File: src/rtl/blink_move_ctrl.sv
`default_nettype none
// ============================================================================
// Module   : blink_move_ctrl
// Purpose  : Control FSM for BlinkAndMove: switch sync, counter gating,
//            shift-step pulses, bounce direction, blink phase, colour bank.
// Revision : 1.0 - initial release
// ============================================================================
module blink_move_ctrl #(
    parameter int N_LEDS       = 4,
    parameter int BLINK_CYCLES = 3,
    parameter int N_COLORS     = 3
) (
    input  logic       clk,
    input  logic       i_rst,
    input  logic [3:0] i_sw,
    input  logic       i_tick,
    output logic       o_cnt_enable,
    output logic [1:0] o_cnt_sel,
    output logic       o_step,
    output logic       o_dir,
    output logic       o_blink_on,
    output logic [1:0] o_color,
    output logic [1:0] o_state
);

    localparam int SC_W = (N_LEDS > 2) ? $clog2(N_LEDS) : 1;
    localparam int BC_W = $clog2(BLINK_CYCLES + 1);

    typedef enum logic [1:0] {
        S_IDLE   = 2'd0,
        S_MOVE   = 2'd1,
        S_BLINK  = 2'd2,
        S_CHANGE = 2'd3
    } state_t;

    state_t            state_q;
    logic [3:0]        sw_meta_q;
    logic [3:0]        sw_s_q;
    logic [SC_W-1:0]   step_cnt_q;
    logic [BC_W-1:0]   blink_cnt_q;
    logic              wrap_pend_q;
    logic              cnt_enable_q;
    logic [1:0]        cnt_sel_q;
    logic              step_q;
    logic              dir_q;
    logic              blink_on_q;
    logic [1:0]        color_q;

    logic [1:0]        color_adv;
    logic              mode_mismatch;

    assign color_adv     = (color_q == 2'(N_COLORS - 1)) ? 2'd0 : color_q + 2'd1;
    assign mode_mismatch = sw_s_q[3] != (state_q == S_BLINK);

    always_ff @(posedge clk) begin
        if (!i_rst) begin
            state_q      <= S_IDLE;
            sw_meta_q    <= 4'd0;
            sw_s_q       <= 4'd0;
            step_cnt_q   <= '0;
            blink_cnt_q  <= '0;
            wrap_pend_q  <= 1'b0;
            cnt_enable_q <= 1'b0;
            cnt_sel_q    <= 2'd0;
            step_q       <= 1'b0;
            dir_q        <= 1'b0;
            blink_on_q   <= 1'b0;
            color_q      <= 2'd0;
        end else begin
            sw_meta_q <= i_sw;
            sw_s_q    <= sw_meta_q;
            step_q    <= 1'b0;

            // Sweep-end effects land one cycle after the step pulse, so the
            // reversed direction travels with the following step.
            if (wrap_pend_q) begin
                dir_q       <= ~dir_q;
                color_q     <= color_adv;
                wrap_pend_q <= 1'b0;
            end

            case (state_q)
                S_IDLE: begin
                    cnt_enable_q <= 1'b0;
                    cnt_sel_q    <= sw_s_q[2:1];
                    blink_on_q   <= 1'b0;
                    if (sw_s_q[0]) state_q <= S_CHANGE;
                end
                S_CHANGE: begin
                    cnt_sel_q   <= sw_s_q[2:1];
                    step_cnt_q  <= '0;
                    blink_cnt_q <= '0;
                    blink_on_q  <= 1'b0;
                    if (!sw_s_q[0]) begin
                        state_q      <= S_IDLE;
                        cnt_enable_q <= 1'b0;
                    end else begin
                        state_q      <= sw_s_q[3] ? S_BLINK : S_MOVE;
                        cnt_enable_q <= 1'b1;
                    end
                end
                default: begin
                    if (!sw_s_q[0]) begin
                        state_q      <= S_IDLE;
                        cnt_enable_q <= 1'b0;
                    end else if (mode_mismatch) begin
                        state_q      <= S_CHANGE;
                        cnt_enable_q <= 1'b0;
                    end else begin
                        cnt_enable_q <= 1'b1;
                        if (i_tick) begin
                            // Speed only changes on a period boundary.
                            cnt_sel_q <= sw_s_q[2:1];
                            if (state_q == S_MOVE) begin
                                step_q <= 1'b1;
                                if (step_cnt_q == SC_W'(N_LEDS - 2)) begin
                                    step_cnt_q  <= '0;
                                    wrap_pend_q <= 1'b1;
                                end else begin
                                    step_cnt_q <= step_cnt_q + 1'b1;
                                end
                            end else begin
                                blink_on_q <= ~blink_on_q;
                                if (blink_on_q) begin
                                    if (blink_cnt_q == BC_W'(BLINK_CYCLES - 1)) begin
                                        blink_cnt_q <= '0;
                                        color_q     <= color_adv;
                                    end else begin
                                        blink_cnt_q <= blink_cnt_q + 1'b1;
                                    end
                                end
                            end
                        end
                    end
                end
            endcase
        end
    end

    assign o_cnt_enable = cnt_enable_q;
    assign o_cnt_sel    = cnt_sel_q;
    assign o_step       = step_q;
    assign o_dir        = dir_q;
    assign o_blink_on   = blink_on_q;
    assign o_color      = color_q;
    assign o_state      = state_q;

endmodule
`default_nettype wire

File: config.mk
export PLATFORM = sky130hd
export DESIGN_NAME = blink_move_ctrl
export DESIGN_NICKNAME = d
export VERILOG_FILES = /design/src/rtl/blink_move_ctrl.sv
export SDC_FILE = /design/constraint.sdc
export NUM_CORES = 1
export LEC_CHECK = 0
export ABC_AREA = 1
export CAP_MARGIN = 5
export CORE_MARGIN = 4
export CORE_UTILIZATION = 55
export DETAILED_ROUTE_END_ITERATION = 7
export GPL_ROUTABILITY_DRIVEN = 0
export GPL_TIMING_DRIVEN = 0
export PLACE_DENSITY = 0.81
export SETUP_SLACK_MARGIN = 0.5
export SLEW_MARGIN = 0
export SYNTH_ARGS = -nofsm -noshare
export SYNTH_HDL_FRONTEND = slang
export SYNTH_SLANG_ARGS = --single-unit
File: constraint.sdc
create_clock -name clk -period 2.5 [get_ports clk]
set_input_delay 0.375 -clock clk [delete_from_list [all_inputs] [get_ports clk]]
set_output_delay 0.375 -clock clk [all_outputs]
set_load 0.02 [all_outputs]
==> impl_metrics.json <==
{
  "status": "finished clean",
  "drive_gt1_share_pct": 6.63,
  "min_period_over_period_pct": 72.9,
  "dp_hpwl_um": 1610,
  "wl_per_cell_um": 9.98,
  "post_cts_buffers": 0,
  "synthCells": 162,
  "yosysSeqAreaShare_pct": 42.0,
  "antenna_found_initial": 0,
  "clk_latency_ns": 0.32,
  "finClkSkew_ns": 0.00137,
  "ant_nets": 0,
  "worstMarginPinSlew_ns": 0.275,
  "use_met1_pct": 19.4,
  "drc": 0,
  "ys_types": 17,
  "crit_chain": "clkdlybuf4s50_1",
  "die_w_um": 52.7,
  "drt_wl_total_um": 2060,
  "p_leak_nw": 0.640,
  "die_h_um": 52.7,
  "worstSetupStartpointType": "register",
  "crit_required_ns": 2.12,
  "hold_start": "i_rst",
  "gr-total-overflow": 0,
  "grt_pass1_vias": 909,
  "cts_made_buffers": 3,
  "cts_resized": 0,
  "clk_pin_slew_ns": 0.12,
  "start_util_pct": 60.9,
  "clockBufferDepth": 2,
  "io_pins": 17,
  "grt.total_usage_pct": 17.6,
  "cpPeakStageDelay_ns": 0.65,
  "syn_avg_cell_area_um2": 6.77,
  "maxSlewViolCount": 0,
  "cp-end-kind": "output pin",
  "h-tree-depth": 1,
  "root_buffer": "clkbuf_4",
  "cp_max_fo": 7,
  "ys_warn_count": 0,
  "fin_setup_tns_ns": 0,
  "coreArea_mm2": 0.00180,
  "row_count": 15,
  "hold_viol_final": 0,
  "nets": 193,
  "grt_pass1_wl_um": 3600,
  "grt_setup_unrepaired": "no",
  "vias": 1002,
  "period_needed_ns": 1.82,
  "synth_nets": 173,
  "crit_buf_inv": 1,
  "cp.arrival_ns": 1.45,
  "drt_iter0_markers": 33,
  "cts.sinks": 23,
  "cts_hold_buf": 0,
  "areaGrowthSynthToFinish_pct": 19.0,
  "maxCapViolCount": 0,
  "pwr_density_cell_mw_per_mm2": 725,
  "timing.fmax_mhz": 549,
  "antenna_cells": 0,
  "finalSetupViolations": 0,
  "synthesis.area_mm2": 0.00110,
  "worstSetupPathType": "reg2out",
  "dieArea_mm2": 0.00277,
  "tritoncts": "done",
  "slew_headroom_pct": 81.5,
  "rr_startpoint": "o_state[1]",
  "top_usage_layer": "met2",
  "final_cell_mix": "nand2_1, inv_1, dfxtp_1",
  "final_util_pct": 72.5,
  "grt_max_degree": 14,
  "met3_usage_pct": 5.98,
  "synth_seq_cells": 23,
  "critPathSlowestCell": "clkdlybuf4s50_1",
  "worstSetupStartpoint": "o_blink_on",
  "crit_family": "buffers and inverters",
  "ir_drop_v": 0.000509,
  "first_pass_iters": 4,
  "viasPerCell": 4.86,
  "layout_commonest_cell": "nand2_1",
  "numPortBuffers": 15,
  "worstHoldPathType": "in2reg",
  "use_met2_pct": 30.0
}
==> worst reg2reg max path: stages, from the launching register on <==
cell and delay (ns):
dfxtp_1 0.44, inv_1 0.11, ha_1 0.39, nand2_1 0.10, inv_1 0.08, nand3_1 0.11, nor2_1 0.12, nand2_1 0.05
nor2_1 0.09, nor2_1 0.05
==> routing by layer <==
layer | vias up | share of wire (%)
met1 | 425 | 42
met2 | 38 | 47
met4 | 0 | 3.2
met3 | 9 | 8.5
met5 | - | 0
li1 | 530 | -
==> per-stage QoR <==
step | hold WS (ns) | std cells | total power, mW | area [um^2] | setup WS [ns]
2_1_floorplan | 0.390 | 162 | 0.667 | 1100 | 0.952
3_3_place_gp | 0.392 | 202 | 0.769 | 1280 | 0.949
3_5_place_dp | 0.397 | 202 | 0.784 | 1280 | 0.915
4_1_cts | 0.366 | 206 | 0.952 | 1310 | 0.677
5_1_grt | 0.367 | 206 | 1.01 | 1310 | 0.589
6_report | 0.366 | 206 | 0.947 | 1310 | 0.678
==> flip-flops by register name, summed over array words and instances (netlist names) <==
name / count
sw_meta_q: 4
sw_s_q: 4
blink_cnt_q: 2
o_cnt_sel: 2
o_color: 2
o_state: 2
step_cnt_q: 2
o_blink_on: 1
o_cnt_enable: 1
o_dir: 1
o_step: 1
wrap_pend_q: 1
==> cells in the mapped netlist <==
library cell | number | share of area (%)
nand2_4 | 1 | 1.0
nand3_1 | 16 | 7.3
inv_2 | 1 | 0.34
a21oi_1 | 7 | 3.2
ha_1 | 4 | 4.6
nand4_1 | 1 | 0.57
xnor2_1 | 2 | 1.6
inv_1 | 31 | 11
a21oi_2 | 1 | 0.80
dfxtp_1 | 23 | 42
nand2_2 | 2 | 1.1
buf_2 | 2 | 0.91
o21ai_0 | 3 | 1.4
nor2_1 | 20 | 6.8
nand2_1 | 41 | 14
nor2_4 | 1 | 1.0
nor3_1 | 6 | 2.7
==> layout make-up <==
class / instances / area [um^2]
buffer: 2 / 10.0
multi-input combinational: 105 / 507
timing repair buffer: 15 / 150
clock inverter: 1 / 5.00
inverter: 32 / 120
sequential: 23 / 460
tap: 25 / 31.3
fill: 165 / 495
clock buffer: 3 / 22.5
==> report_power, final <==
part | total (mW) | switching, mW | leakage [nW] | internal (mW)
logic | 0.344 | 0.207 | 0.435 | 0.137
registers | 0.432 | 0.0275 | 0.188 | 0.404
clock network | 0.171 | 0.111 | 0.0177 | 0.0600
==> cell families after synthesis <==
group | Yosys count | synth area share (%)
simple gates | 88 | 34.7
xor+xnor | 2 | 1.60
fa+ha+maj | 4 | 4.56
buf+inv | 34 | 11.9
compound gates | 11 | 5.36
flops | 23 | 42.0
==> worst paths after layout <==
path                        end  slack [ns]  cells past startpoint
hold / removal    step_cnt_q[1]        0.37                      3
setup / recovery     o_blink_on        0.68                      1
setup reg to reg     o_color[0]        0.88                      9
hold reg to reg       sw_s_q[1]        0.42                      2
(Power assumes the default switching activity.)
